===== src/rtl/mem_arb_pkg.sv =====
// mem_arb_pkg: shared types for the two-port memory arbiter.
//   arb_state_t : arbiter FSM states (IDLE / BUSY / RESP)
//   req_id_t    : requester identity (REQ_I = instruction side, REQ_D = data side)
//   other_side  : helper returning the opposite requester
package mem_arb_pkg;

    typedef enum logic [1:0] {
        IDLE = 2'd0,
        BUSY = 2'd1,
        RESP = 2'd2
    } arb_state_t;

    typedef enum logic {
        REQ_I = 1'b0,
        REQ_D = 1'b1
    } req_id_t;

    function automatic req_id_t other_side(input req_id_t id);
        return (id == REQ_I) ? REQ_D : REQ_I;
    endfunction

endpackage


===== src/rtl/arb_pick.sv =====
// arb_pick: combinational winner selection between the I and D requesters.
//   i_req, d_req : qualified request levels
//   last_grant   : side granted most recently (only consulted on a tie)
//   grant_c      : selected requester (don't-care when neither requests)
// Build option: ARB_ROUND_ROBIN_EN -> a tie goes to the side not granted last;
// otherwise a tie always goes to D.
module arb_pick
    import mem_arb_pkg::*;
(
    input  logic    i_req,
    input  logic    d_req,
    input  req_id_t last_grant,
    output req_id_t grant_c
);

    // Single requester always wins; ties resolved by build option.
    always_comb begin
        grant_c = REQ_D;
        if (i_req && !d_req) begin
            grant_c = REQ_I;
        end else if (i_req && d_req) begin
`ifdef ARB_ROUND_ROBIN_EN
            grant_c = other_side(last_grant);
`else
            grant_c = REQ_D;
`endif
        end
    end

`ifndef ARB_ROUND_ROBIN_EN
    // Fixed priority never looks at the grant history.
    logic unused_last_grant;
    assign unused_last_grant = last_grant;
`endif

endmodule


===== src/rtl/mem_arbiter.sv =====
// mem_arbiter: arbitrates an I-side read port and a D-side read/write port
// onto one memory block port, one transaction at a time.
//   clk, rst_n                    : clock, asynchronous active-low reset
//   i_req, i_addr                 : I-side block read request (held until i_ready)
//   i_rdata, i_ready              : I-side returned block and completion pulse
//   d_req, d_we, d_addr, d_wdata  : D-side block request (held until d_ready)
//   d_rdata, d_ready              : D-side returned block and completion pulse
//   mem_read, mem_write           : memory strobes (combinational, low in the mem_ready cycle)
//   mem_addr, mem_wdata           : latched address / write block to memory
//   mem_rdata, mem_ready          : memory returns
//   busy                          : high whenever the arbiter is not IDLE
// Build option: ARB_ROUND_ROBIN_EN selects round-robin tie breaking (else D wins ties).
module mem_arbiter
    import mem_arb_pkg::*;
#(
    parameter int unsigned ADDR_W = 32,
    parameter int unsigned BLK_W  = 128
)(
    input  logic              clk,
    input  logic              rst_n,
    input  logic              i_req,
    input  logic [ADDR_W-1:0] i_addr,
    output logic [BLK_W-1:0]  i_rdata,
    output logic              i_ready,
    input  logic              d_req,
    input  logic              d_we,
    input  logic [ADDR_W-1:0] d_addr,
    input  logic [BLK_W-1:0]  d_wdata,
    output logic [BLK_W-1:0]  d_rdata,
    output logic              d_ready,
    output logic              mem_read,
    output logic              mem_write,
    output logic [ADDR_W-1:0] mem_addr,
    output logic [BLK_W-1:0]  mem_wdata,
    input  logic [BLK_W-1:0]  mem_rdata,
    input  logic              mem_ready,
    output logic              busy
);

    arb_state_t        state_q;
    arb_state_t        state_d;
    req_id_t           id_q;
    req_id_t           pick_c;
    req_id_t           last_grant_c;
    logic              we_q;
    logic [ADDR_W-1:0] addr_q;
    logic [BLK_W-1:0]  wdata_q;
    logic              grant_c;
    logic              done_c;

`ifdef ARB_ROUND_ROBIN_EN
    req_id_t last_grant_q;
    assign last_grant_c = last_grant_q;
`else
    assign last_grant_c = REQ_I;
`endif

    arb_pick u_pick (
        .i_req      (i_req),
        .d_req      (d_req),
        .last_grant (last_grant_c),
        .grant_c    (pick_c)
    );

    // The completion pulse shows in the first IDLE cycle while the finished
    // requester may still hold its request; skip sampling in that cycle so the
    // same request is not served twice.
    assign grant_c = (state_q == IDLE) && !(i_ready || d_ready) && (i_req || d_req);
    assign done_c  = (state_q == BUSY) && mem_ready;

    // Strobes drop in the mem_ready cycle so the memory never restarts.
    assign mem_read  = (state_q == BUSY) && !we_q && !mem_ready;
    assign mem_write = (state_q == BUSY) &&  we_q && !mem_ready;
    assign mem_addr  = addr_q;
    assign mem_wdata = wdata_q;

    // State register.
    always_ff @(posedge clk or negedge rst_n) begin
        if (!rst_n) begin
            state_q <= IDLE;
        end else begin
            state_q <= state_d;
        end
    end

    // Next-state logic.
    always_comb begin
        state_d = state_q;
        case (state_q)
            IDLE:    if (grant_c) state_d = BUSY;
            BUSY:    if (mem_ready) state_d = RESP;
            RESP:    state_d = IDLE;
            default: state_d = IDLE;
        endcase
    end

    // Winner's request latched at grant; stable for the whole transaction.
    always_ff @(posedge clk or negedge rst_n) begin
        if (!rst_n) begin
            id_q    <= REQ_I;
            we_q    <= 1'b0;
            addr_q  <= '0;
            wdata_q <= '0;
        end else if (grant_c) begin
            id_q    <= pick_c;
            we_q    <= (pick_c == REQ_D) && d_we;
            addr_q  <= (pick_c == REQ_D) ? d_addr : i_addr;
            wdata_q <= (pick_c == REQ_D) ? d_wdata : '0;
        end
    end

`ifdef ARB_ROUND_ROBIN_EN
    // Grant history for tie breaking.
    always_ff @(posedge clk or negedge rst_n) begin
        if (!rst_n) begin
            last_grant_q <= REQ_I;
        end else if (grant_c) begin
            last_grant_q <= pick_c;
        end
    end
`endif

    // Registered status, completion pulses and read-data capture.
    always_ff @(posedge clk or negedge rst_n) begin
        if (!rst_n) begin
            busy    <= 1'b0;
            i_ready <= 1'b0;
            d_ready <= 1'b0;
            i_rdata <= '0;
            d_rdata <= '0;
        end else begin
            busy    <= (state_d != IDLE);
            i_ready <= (state_q == RESP) && (id_q == REQ_I);
            d_ready <= (state_q == RESP) && (id_q == REQ_D);
            if (done_c && !we_q) begin
                if (id_q == REQ_I) begin
                    i_rdata <= mem_rdata;
                end else begin
                    d_rdata <= mem_rdata;
                end
            end
        end
    end

endmodule


===== config.mk =====
export PLATFORM = sky130hd
export DESIGN_NAME = mem_arbiter
export DESIGN_NICKNAME = d
export VERILOG_FILES = /design/src/rtl/mem_arb_pkg.sv /design/src/rtl/arb_pick.sv /design/src/rtl/mem_arbiter.sv
export SDC_FILE = /design/constraint.sdc
export NUM_CORES = 1
export LEC_CHECK = 0
export ABC_AREA = 1
export BUFFER_PORTS_ARGS = -buffer_cell sky130_fd_sc_hd__clkbuf_2
export CAP_MARGIN = 10
export CORE_AREA = 2 2 289 291
export CTS_CLUSTER_SIZE = 25
export DETAILED_ROUTE_END_ITERATION = 16
export DIE_AREA = 0 0 291 293
export GPL_TIMING_DRIVEN = 0
export PLACE_DENSITY_LB_ADDON = 0.12
export SLEW_MARGIN = 20
export SYNTH_ARGS = -nofsm -noshare
export SYNTH_HDL_FRONTEND = slang
export SYNTH_SLANG_ARGS = --single-unit

===== constraint.sdc =====
create_clock -name clk -period 2.6 [get_ports clk]
set_input_delay 0.52 -clock clk [delete_from_list [all_inputs] [get_ports clk]]
set_output_delay 0.52 -clock clk [all_outputs]
set_load 0.01 [all_outputs]

; ---- Yosys cells after proc, flatten, opt, wreduce, memory -nomap -nowiden
; Index checks and enable logic that the tools add are counted.
; Widths: inputs -> output; s select.
[word_totals]
reg_bits = 423
inputBits = 326
elab_cells = 41
[classes]
eq_ne = 2
mux = 6
n_bitwise = 1
reduce_logical = 22
[ops]
columns = op, n
row1 = $mux 128, 1
row2 = $mux 32, 1
row3 = $logic_and 1x1->1, 12
row4 = $logic_not 1->1, 4
row5 = $mux 2, 2
row6 = $pmux 2 s2, 1
row7 = $reduce_and 2->1, 2
row8 = $eq 2x1->1 const B, 1
row9 = $eq 2x2->1 const B, 1
row10 = $logic_not 2->1, 1
row11 = $logic_or 1x1->1, 2
row12 = $reduce_bool 2->1, 1
row13 = $mux 1, 1
row14 = $not 1->1, 1

; ---- Logic depth before layout (Yosys ltp)
; Gate-level depths: netlist of the first run.
[depth]
ltp_word = 7
mapped_depth = 8
ltp_nobuf = 6

; ---- Hierarchy
; A second synthesis of the first run with hierarchy kept.
[hier_totals]
hier_cells = 1878
hier_area_um2 = 17196.5
[modules_own_cells]
columns = mod, instances, cells_per_inst, area_each_um2, seq_area_each_um2
row1 = mem_arbiter, 1, 1876, 17189.0, 10585.2
row2 = arb_pick, 1, 2, 7.5, 0.0

; ---- Worst setup path after synthesis of the first run
; Ideal clock, no wire load.
[synth_path]
path_type = input port to flip-flop
startpoint = input i_req
endpoint = register wdata_q[10], in the netlist mem_wdata[10]
setup_time_ns = 0.130
t_arrival_ns = 1.294
t_required_ns = 2.470
slack_ns = 1.176
cell_stages = 8
path_cell_list = buf_2 inv_1 nand2_1 nand3_2 buf_2 buf_2 nand2_1 o21ai_0
[synth_via]
elab_chain_cells = 2
word_cells_on_any_way = 4
[synth_lines]
columns = element, line_no
row1 = start: declaration, mem_arbiter.sv:21  ; input logic i_req,
row2 = $logic_and 1x1->1 / $logic_or 1x1->1 (equally long branches), "arb_pick.sv:19, mem_arbiter.sv:68"
row3 = $mux 128 / $logic_and 1x1->1 (equally long branches), "mem_arbiter.sv:108, mem_arbiter.sv:68"
row4 = end signal: assignment, mem_arbiter.sv:108  ; wdata_q <= (pick_c == REQ_D) ? d_wdata : '0;
row5 = end: declaration, mem_arbiter.sv:47  ; logic [BLK_W-1:0] wdata_q;
; Several ways; a longest one is shown, not always the timed one.
; A chain may end at the register's enable or synchronous reset.

; ---- Worst setup path in the final report of the first run
[layout_path]
startpoint = register state_q[0]
endpoint = output mem_read
[layout_via]
elab_chain_cells = 3
[layout_lines]
columns = element, line_no
row1 = start: declaration, mem_arbiter.sv:40  ; arb_state_t state_q;
row2 = start signal: assignment, mem_arbiter.sv:82  ; state_q <= state_d;
row3 = $eq 2x1->1, mem_arbiter.sv:72  ; assign mem_read = (state_q == BUSY) && !we_q && !mem_ready;
row4 = $logic_and 1x1->1 (2 in series), mem_arbiter.sv:72
row5 = end: declaration, mem_arbiter.sv:31  ; output logic mem_read,
; Every way passes these cells.

==> out/results.txt, run 1 <==
The top cell types in the final layout, fill and taps aside, are nand2_1, clkbuf_2, dfrtp_1, nand3_1, o21ai_1. The share of post-route cells with drive strength above 1 is 34.4%. The clock reaches the later pin of the worst-skew pair after 600 ps.

The library cell used most frequently in the layout, excluding fill and tap cells, is nand2_1. The largest driver fanout on the critical path was 5. Setup repair after global routing left no endpoint under its margin.

The tools report the standard-cell row count as 105. The primary flip-flop cell chosen by synthesis mapping was dfrtp_1. Once detailed placement completed, the half-perimeter wirelength came to 62600 um. For the unique cell type count in the Yosys netlist, the log shows 19. Number of hold violations in the final report: 0. The run gives 33.5% as the relative slew slack. The tools report the reported max-cap violation count as 0. For this design, the sink count on the clock tree is 423. The worst setup path is launched from a flip-flop. For the pin count of the biggest net entering global routing, the log shows 89. The logs give 156 ps for the worst hold slack after final layout and 2269 for the number of nets in the synthesized netlist. The synthesis-to-layout area growth was 40.7%.

The instance area at placement is 0.0224 mm2. In the routed layout, each cell is associated on average with a via count of 4.25. After detailed routing, the average wire length per cell comes to 20.6 um.

In this run the remaining antenna-violating nets after routing total 0. For the final-layout fill cell count, the log shows 8998. Counting both buffers and inverters, the worst setup path holds a total of 2. Number of global-route vias before repair: 17.1k.

For the synthesized cell area, the log shows 0.0172 mm2. The number of port buffers was 745; the number of top-level pins was 747. The final non-filler cell total is 3868, and the remaining global-route overflow is 0. The maximum resistive drop on vdd was 0.000543 V. The tools report the required time at the worst-slack endpoint as 2080 ps. For the post-cts gate resize count, the log shows 0. The logs give 863 for the number of violations reported at the end of detailed-routing iteration 0 and 31.0 mW for the post-route total power. The sequential fraction of the synthesis area was 61.7%; the post-route clock period utilization was 89.2%.

The post-route worst setup slack was 282 ps; the wire length of the first global-routing pass was 116000 um. The number of instances in the placed design came out at 3763. The worst setup path is captured at an output pin.

The synthesized design contains 423 register bits. The final route contains 16.5k vias. Synthesis handed over a netlist of 1943 instances.

The total non-filler cell area in the finished layout came out at 0.0241 mm2. The DRC violations left came out at 0. Across every metal layer, demand over resource in global routing totals 18.2%. The setup path with the least slack is of type reg2out. In this run the deepest clock path goes through 3 buffers. Once layout is complete, the utilization of the core stands at 29.5%. The H-tree was split into 2 levels. The mean instance size in the synthesized netlist came out at 8.83 um2.

Clock tree root buffer cell: clkbuf_16. Family with the most delay on the worst path: simple AND/OR/NAND/NOR gates. Count of nets after finishing: 3075. The share of flip-flops with an asynchronous set or reset was 100%. The initial antenna violation count was 11.

The classification of the worst-slack hold path was in2reg. The flow ran to the end, and the final reports show no timing, DRC or antenna violations. The CTS clock-pin slew for the worst setup and hold paths is 60 ps, and the routed wire length is 79600 um.

The initial utilization of the core area, before any placement, comes to 21.0%. The analysis attributes to cell leakage a power of 13.6 nW. The number of pins exceeding their max-slew limit in the final report is 0, and the area inside the core boundary is 0.0818 mm2. The largest individual stage delay along the critical path comes from the cell dfrtp_1. The number of flops mapped to enable cells by yosys works out to 0. The total power divided by cell area works out to 1280 mW/mm2.

The congestion estimate from routability-driven global placement came to 0.843. Summed over all failing endpoints, the final setup total negative slack is 0 ps. The run gives 0.0853 mm2 as the area of the die. The tools report the total iterations of the first detailed-routing run as 5. Data arrives at the worst endpoint at 1800 ps. Before CTS, the worst setup slack after placement is 241 ps. The post-route minimum period was 2320 ps; the transition time of the tightest slew-check pin was 998 ps. The width of the die is 291 um, and the highest cell delay on the worst timing path is 410 ps. Derived from the worst setup path, the maximum achievable clock frequency is 431 MHz. Traced cell by cell, the critical path runs through inv_1 > nor2_2 > nand2_1 > nor2_1 > clkbuf_2. TritonCTS built the clock tree. The Yosys step of the flow raised 0 warnings. The number of clock buffers inserted by TritonCTS was 53; the setup-violating endpoint count in the final report was 0.

In this run the vertical extent of the chip is 293 um. The tools report the final setup skew as 31.7 ps.
## area by class of cell
class	count	area (um2)	share of cell area [%]
buffer	144	856	3.54
timing repair buffer	751	3880	16.1
clock inverter	13	116	0.482
tap	1070	1340	5.54
clock buffer	83	1630	6.75
multi-input combinational	1367	5680	23.5
inverter	9	33.8	0.140
antenna	8	20.0	0.0829
sequential	423	10600	43.8
## cells by family (layout without fill, tap and decap cells)
logic type	Yosys count	count (layout)	synth area share [%]
simple gates	1237	1237	29.3
flops	423	423	61.7
buf+inv	153	1000	5.19
compound gates	130	130	3.79
other cells	0	8	0
## tightest hold or removal path: cells and delay by family
kind | cells | cell delay [ps]
simple gates | 1 | 50
compound gates | 1 | 60
buf+inv | 1 | 80
## cells in the mapped netlist, types with 2 or more instances
library cell	instances	area, um2
dfrtp_1	423	10600
buf_1	2	7.51
nand2_1	936	3510
buf_2	90	450
clkbuf_1	22	82.6
nor3_1	2	10.0
o21ai_1	100	500
nor2_1	4	15.0
o21ai_0	30	150
nand3_1	289	1450
inv_1	7	26.3
nand4_1	2	12.5
buf_6	24	270
buf_4	6	45.0
inv_2	2	7.51
## timing repair
item / 4_1_cts / 5_1_grt
endpoints found under the hold margin: 53 / 0
setup buffers: 0 / 0
hold buffers: 1 / 0
## metal layers
| layer | share of wire [%] | track usage [%] | vias up | wire length [um] |
|---|---|---|---|---|
| met4 | 2.8 | 5.76 | 6 | 2270 |
| met5 | 0.044 | 0 | - | 35 |
| met1 | 38 | 20.5 | 7861 | 30400 |
| met3 | 9.2 | 6.96 | 126 | 7320 |
| li1 | - | - | 7838 | - |
| met2 | 50 | 31.8 | 624 | 39600 |
## sequential cells by signal (all words and copies together) (netlist names)
name and count:
mem_wdata 128, i_ready 1, id_q 1, state_q 2
d_rdata 128, mem_addr 32, d_ready 1, we_q 1
busy 1, i_rdata 128
## power by group
| part | leakage, nW | switching [mW] | internal [mW] |
|---|---|---|---|
| Clock | 0.855 | 2.99 | 4.39 |
| Combinational | 7.35 | 8.20 | 4.17 |
| Sequential | 5.35 | 1.70 | 9.51 |
## final timing paths
check / startpoint / endpoint / slack [ps] / cells past startpoint
max in group asynchronous: rst_n / mem_wdata[17]$_DFFE_PN0P_ / 570 / 5
worst min-delay path: d_wdata[34] / mem_wdata[34]$_DFFE_PN0P_ / 160 / 3
worst max-delay path: state_q[0]$_DFF_PN0_ / mem_read / 280 / 5
worst max register to register: id_q$_DFFE_PN0P_ / d_rdata[72]$_DFFE_PN0P_ / 460 / 5
min in group asynchronous: rst_n / i_rdata[90]$_DFFE_PN0P_ / 470 / 2
worst min register to register: i_rdata[13]$_DFFE_PN0P_ / i_rdata[13]$_DFFE_PN0P_ / 470 / 2
Power figures use the tool's default switching activity.
==> run 2, diff against run 1 <==
Clock period 2.6 ns to 2.25 ns, I/O delays scaled along.
==> run 2 against run 1 <==
Against the previous run: core utilization about the same; clock-buffer cell count unchanged; global-route usage unchanged; sequential share of layout area hardly changed; worst setup slack got worse by 100 ps; register-to-register slack lost 30 ps; highest routed layer unchanged.
==> out/results.txt, run 2 (synthesis gave the netlist of run 1 again) <==
The flow ran to the end, and the final reports show no timing, DRC or antenna violations. The routability congestion estimate from global placement is 0.843 (unchanged). The number of cells on the worst hold path was 3 (unchanged); the wire length of the first global-routing pass was 116000 um (unchanged). Category of the worst setup path launch point: a flip-flop. TritonCTS built the clock tree. The tools report the standard-cell row count as 105 (unchanged). The DRC violations left came out at 0 (unchanged). Highest cell delay on the worst timing path: 440 ps (+30 ps).

Commonest non-fill, non-tap cell in the layout: nand2_1. The number of buffers on the longest clock path is 3 (unchanged). STA classifies the critical path endpoint as an output pin. For the upper clock frequency limit, the log shows 482 MHz.

Clock tree root buffer cell: clkbuf_16. Routed wire length: 79700 um (about the same). For the number of top-level pins, the log shows 747 (unchanged). The synthesis-to-layout area growth works out to 40.8% (about the same). The maximum resistive drop on vdd is 0.000628 V (+16%). Startpoint of the most critical setup path: state_q[1]$_DFF_PN0_. The tools report the worst-skew pair later-pin latency as 600 ps (about the same).

The instance area at placement is 0.0224 mm2 (unchanged). The number of violations reported at the end of detailed-routing iteration 0 came out at 909 (+5.3%). The logs give 11 (unchanged) for the initial antenna violation count and 0.0853 mm2 (unchanged) for the area of the die. The critical path's slowest cell is dfrtp_1.

Setup-violating endpoint count in the final report: 0 (unchanged). The transition time of the tightest slew-check pin is 634 ps (-365 ps). The width of the die came out at 291 um (unchanged).

The final-layout fill cell count is 8997 (-0.011%), and the leakage component of the power is 13.6 nW (about the same). The via count is 16.4k (-0.073%). The startpoint identified for the worst hold timing path is d_wdata[34]. By startpoint and endpoint, the worst setup path is classified as reg2out. The tools report the reported max-cap violation count as 0 (unchanged).

The library cells used most frequently in the layout, excluding fill and tap cells, are nand2_1, clkbuf_2, dfrtp_1, nand3_1, o21ai_1. The tools report the total non-filler cell area in the finished layout as 0.0242 mm2 (about the same). Number of hold violations in the final report: 0 (unchanged). The CTS clock-pin slew for the worst setup and hold paths was 60 ps (about the same); the total iterations of the first detailed-routing run was 9 (+4). The total power divided by cell area is 1480 mW/mm2 (+16%). The logs give 1620 ps (-180 ps) for the worst path arrival time and 57.8% (+24 points) for the relative slew slack. The number of port buffers was 745 (unchanged); the remaining global-route overflow was 0 (unchanged). The number of clock buffers inserted by TritonCTS is 53 (unchanged), and the global-route usage over all layers is 18.2% (unchanged). The depth of the worst register-to-register path was 5 (unchanged).

The share of post-route cells with drive strength above 1 is 34.5% (+0.13 points). Setup repair after global routing left no endpoint under its margin. The classification of the worst-slack hold path is in2reg. The worst register-to-register path begins at id_q$_DFFE_PN0P_. The run gives 3076 (+0.033%) as the count of nets after finishing. Largest driver fanout on the critical path: 4 (-1).

The area inside the core boundary came out at 0.0818 mm2 (unchanged). The logs give 21.0% (unchanged) for the initial core utilization and 2 (unchanged) for the number of levels the H-tree was split into. The average wire per standard cell is 20.6 um (about the same).

The number of clock sinks is 423 (unchanged), and the vias per cell is 4.25 (about the same). The final antenna-violating net count is 0 (unchanged), and the number of global-route vias before repair is 17.1k (unchanged). The final setup skew was 30.9 ps (-0.810 ps); the post-route clock period utilization was 92.2%.

The chip height is 293 um (unchanged). The critical path goes through nor2_4 > nand2_1 > nor2_2 > clkbuf_2. After layout, the minimum clock period comes to 2070 ps. The pin count of the biggest net entering global routing is 89 (unchanged), and the final sum of negative setup slack is 0 ps (unchanged). The required time at the worst-slack endpoint is 1800 ps (-280 ps). The logs give 0 (unchanged) for the number of pins exceeding their max-slew limit in the final report and 62600 um (unchanged) for the placed wire-length estimate.
==> run 2: area by class of cell <==
class                      count  area, um2  share of cell area [%]
sequential                   423      10600                    43.8
multi-input combinational   1367       5690                    23.5
timing repair buffer         752       3890                    16.1
clock buffer                  83       1630                    6.75
tap                         1070       1340                    5.54
buffer                       144        858                    3.55
clock inverter                13        116                   0.482
inverter                       9       33.8                   0.140
antenna                        8       20.0                  0.0828
==> run 2: worst max-delay path, delay by kind of cell, from the launching register on <==
kind / cells / cell delay [ps]
buffers and inverters: 1 / 170
flip-flops: 1 / 440
AND/OR/NAND/NOR: 3 / 430
==> run 2: what timing repair did <==
action | in CTS | in global routing
setup buffers | 0 | 1
hold buffers | 1 | 0
resized for setup | 3 | 3
endpoints found under the hold margin | 53 | 0
setup endpoints to repair | 13 | 91
==> run 2: final timing paths <==
kind | end | slack, ps
max | mem_read | 180
min | mem_wdata[34]$_DFFE_PN0P_ | 80
max reg2reg | d_rdata[72]$_DFFE_PN0P_ | 430
min reg2reg | i_rdata[13]$_DFFE_PN0P_ | 470
max in group asynchronous | mem_wdata[17]$_DFFE_PN0P_ | 290
min in group asynchronous | i_rdata[90]$_DFFE_PN0P_ | 400
==> run 2: report_power, final <==
group          switching (mW)  internal, mW  total [mW]  leakage (nW)
Sequential               1.97          11.0        13.0          5.35
Clock                    3.47          5.07        8.53         0.855
Combinational            9.50          4.83        14.3          7.36
Total                    14.9          20.9        35.8          13.6
==> run 2: metal layers <==
layer	vias to the layer above	track usage (%)	routed length, um	part of all wire [%]
li1	7841	-	-	-
met1	7849	20.5	30300	38
met2	629	31.8	39700	50
met3	118	6.96	7420	9.3
met4	6	5.76	2240	2.8
met5	-	0	35	0.044
==> run 2: per-stage QoR <==
step	utilization [%]	hold WS, ps	setup WS, ps	cells	power [mW]
5_1_grt	29.5	62.2	6.89	3866	38.5
3_3_place_gp	27.2	453	-9630	3758	27.6
2_1_floorplan	-	154	896	1943	19.9
6_report	29.5	82.5	177	3869	35.8
3_5_place_dp	27.3	458	-109	3763	27.8
4_1_cts	29.5	36.3	-4.38	3860	36.6
==> run 3, diff against run 2 <==
Settings changed: CORE_AREA 2 2 289 291 to 2 2 290 292, DIE_AREA 0 0 291 293 to 0 0 292 294, SYNTH_HIERARCHICAL from default to 1.
==> run 3 against run 2 <==
Against the previous run: critical endpoint is now mem_write; power up 1.2%; clock power up 6.0%; hold slack worse by 4.2 ps; largest cell class unchanged; die area up 0.69%; area after synthesis up 0.21%; largest power group unchanged; critical path type unchanged; core utilization down 0.19 points; global-route usage down 0.84 points; worst setup slack better by 38 ps; sequential power about the same; maximum frequency up 1.8%; highest routed layer unchanged.
==> out/results.txt, run 3 <==
The number of top-level pins was 747 (unchanged). The number of clock buffers inserted by TritonCTS came out at 53 (unchanged). The DRC violations left was 0 (unchanged); the area inside the core boundary was 0.0829 mm2 (+1.3%). For this design, the slowest cell found on the critical path is dfrtp_1.

The width of the die is 292 um (+0.34%). The logs give 13.3 nW (-1.6%) for the leakage component of the power and 2 (unchanged) for the number of levels the H-tree was split into. The transition time of the tightest slew-check pin was 982 ps (+349 ps); the global-route usage over all layers was 17.4% (-0.84 points).

The tools report the setup-violating endpoint count in the final report as 0 (unchanged). The buffers plus inverters on the worst setup path was 2 (+1). Vias per cell: 4.22 (-0.80%). The type of the worst setup path is reg2out. The number of nets in the synthesized netlist came out at 2203 (-2.9%). The worst path arrival time was 1590 ps (-30 ps). The flow ran to the end, and the final reports show no timing, DRC or antenna violations. The standard-cell row count was 106 (+0.95%). The tools report the category of the worst setup path launch point as a flip-flop.

Walking the worst path, the cells encountered are inv_1 > nor2_4 > nand2_1 > nor2_1 > clkbuf_2. The relative slew slack was 34.5% (-23 points); the number of clock sinks was 423 (unchanged). Initial antenna violation count: 12 (+1).

The setup slack at placement came out at -17.9 ps (+91.2 ps). The run gives 20.7% (-0.22 points) as the initial core utilization. The largest driver fanout on the critical path was 4 (unchanged); the final antenna-violating net count was 0 (unchanged).

The total iterations of the first detailed-routing run is 5 (-4). Setup repair after global routing left no endpoint under its margin. The synthesized cell area was 0.0172 mm2 (+0.21%).

The highest cell delay on the worst timing path was 400 ps (-40 ps); the post-route minimum period was 2040 ps (-37.6 ps). The CTS clock-pin slew for the worst setup and hold paths is 60 ps (about the same), and the wire length of the first global-routing pass is 112000 um (-3.7%). The pin count of the biggest net entering global routing came out at 86 (-3.4%).

The maximum resistive drop on vdd is 0.000450 V (-28%). The reported max-cap violation count was 0 (unchanged); the post-route worst setup slack was 214 ps (+37.6 ps). The logs give 35.7% (-0.5 points) for the portion of total power attributed to sequential cells and 21.5 mW (+2.9%) for the internal power consumption. The top cell types in the final layout, fill and taps aside, are nand2_1, clkbuf_2, dfrtp_1, nand3_1, o21ai_0.

The tools report the via count as 16.1k (-2.1%). The tools report the number of buffers on the longest clock path as 3 (unchanged). The number of instances in the synthesized netlist is 1877 (-3.4%), and the worst-skew pair later-pin latency is 600 ps (about the same). On the critical path the largest part of the delay comes from flip-flops. The required time at the worst-slack endpoint was 1800 ps (about the same); the chip height was 294 um (+0.34%). The run gives 0 (unchanged) as the number of pins exceeding their max-slew limit in the final report. Routed wire length: 76700 um (-3.8%). In this run the worst hold path is classified as in2reg. The number of port buffers came out at 746 (+0.13%). Compared with the post-synthesis result, the final layout area differs by 41.4%.

The post-route total power came out at 36.2 mW (+1.2%). The tools report the upper clock frequency limit as 491 MHz (+1.8%). The part of the total power dissipated in the clock network was 25.0% (+1.2 points). The share of post-route cells with drive strength above 1 is 35.6% (+1.1 points), and the final setup skew is 14.5 ps (-16.4 ps). The routability congestion estimate from global placement came out at 0.901 (+7.0%). The number of global-route vias before repair was 16.6k (-3.1%).

The commonest non-fill, non-tap cell in the layout was nand2_1. The placed wire-length estimate is 60100 um (-4.0%), and the count of nets after finishing is 3011 (-2.1%). The worst setup path is captured at an output pin. For the number of warnings reported in the yosys synthesis log, the log shows 6 (+6). The part of the power in combinational logic came out at 39.3% (-0.7 points).

The total power divided by cell area was 1490 mW/mm2 (+0.54%); the remaining global-route overflow was 0 (unchanged). TritonCTS built the clock tree. The number of hold violations in the final report was 0 (unchanged).

Number of violations reported at the end of detailed-routing iteration 0: 872 (-4.1%). The mean instance size in the synthesized netlist was 9.16 um2 (+3.7%); the area of the die was 0.0858 mm2 (+0.69%). The tree is rooted in a clkbuf_16. The average wire per standard cell was 20.1 um (-2.5%).

The fraction of power spent switching nets came out at 40.7% (-1.0 points). The post-route clock period utilization came out at 90.5% (-1.7 points). Switching power of the nets: 14.7 mW (-1.3%).
## run 3: worst reg2reg max path, stage by stage (launching register included)
cell and delay [ps]:
dfrtp_1 350, buf_2 190, inv_1 140, buf_1 740, buf_4 370, nand3_1 100, nand2_1 70
## run 3: final cells by class
type / instances / area, um2
antenna: 10 / 25.0
buffer: 142 / 1030
clock buffer: 76 / 1520
clock inverter: 22 / 318
fill: 9052 / 58600
inverter: 10 / 37.5
multi-input combinational: 1302 / 5550
sequential: 423 / 10600
tap: 1080 / 1350
timing repair buffer: 753 / 3900
## run 3: repair_timing
item                                    in CTS  in global routing
buffers inserted                             0                  1
gates resized for setup                      1                  3
hold endpoints to repair                    48                  0
endpoints found under the setup margin       1                  3
gates cloned                                 0                  0
hold buffers                                 1                  0
## run 3: worst paths after layout
path | start | endpoint | slack (ps) | cells after the start
setup reg to reg | id_q$_DFFE_PN0P_ | i_rdata[85]$_DFFE_PN0P_ | 210 | 6
setup / recovery | state_q[0]$_DFF_PN0_ | mem_write | 210 | 5
hold reg to reg | i_rdata[96]$_DFFE_PN0P_ | i_rdata[96]$_DFFE_PN0P_ | 470 | 2
max in group asynchronous | rst_n | d_rdata[25]$_DFFE_PN0P_ | 630 | 4
min in group asynchronous | rst_n | mem_wdata[81]$_DFFE_PN0P_ | 360 | 2
hold / removal | mem_rdata[20] | i_rdata[20]$_DFFE_PN0P_ | 80 | 3
## run 3: metrics by stage
step | std cells | TNS (ps) | hold WS (ps) | instance area, um2 | util (%)
finish | 3818 | 0 | 78.2 | 24300 | 29.3
global route | 3816 | 0 | 58.1 | 24300 | 29.3
CTS | 3807 | 0 | 26.1 | 24300 | 29.3
detailed placement | 3708 | -17.9 | 436 | 22400 | 27.1
global placement | 3703 | -4039780 | 454 | 22300 | 26.9
floorplan | 1877 | 0 | 154 | 17200 | -
## run 3: per-layer routing
layer | global-route usage [%] | vias to the layer above | routed length (um)
li1 | - | 7692 | -
met1 | 20.5 | 7707 | 30300
met2 | 30.2 | 572 | 38600
met3 | 4.71 | 122 | 5290
met4 | 6.55 | 4 | 2510
met5 | 0 | - | 23
## run 3: power groups by stage
stage                     Combinational, mW  Clock [mW]  Sequential [mW]
final                                  14.2        9.04             13.0
after global routing                   15.8        9.70             13.4
after CTS                              14.6        9.37             13.0
after detailed placement               14.6           0             13.0
after global placement                 14.5           0             13.0
after floorplan                        5.60           0             14.4
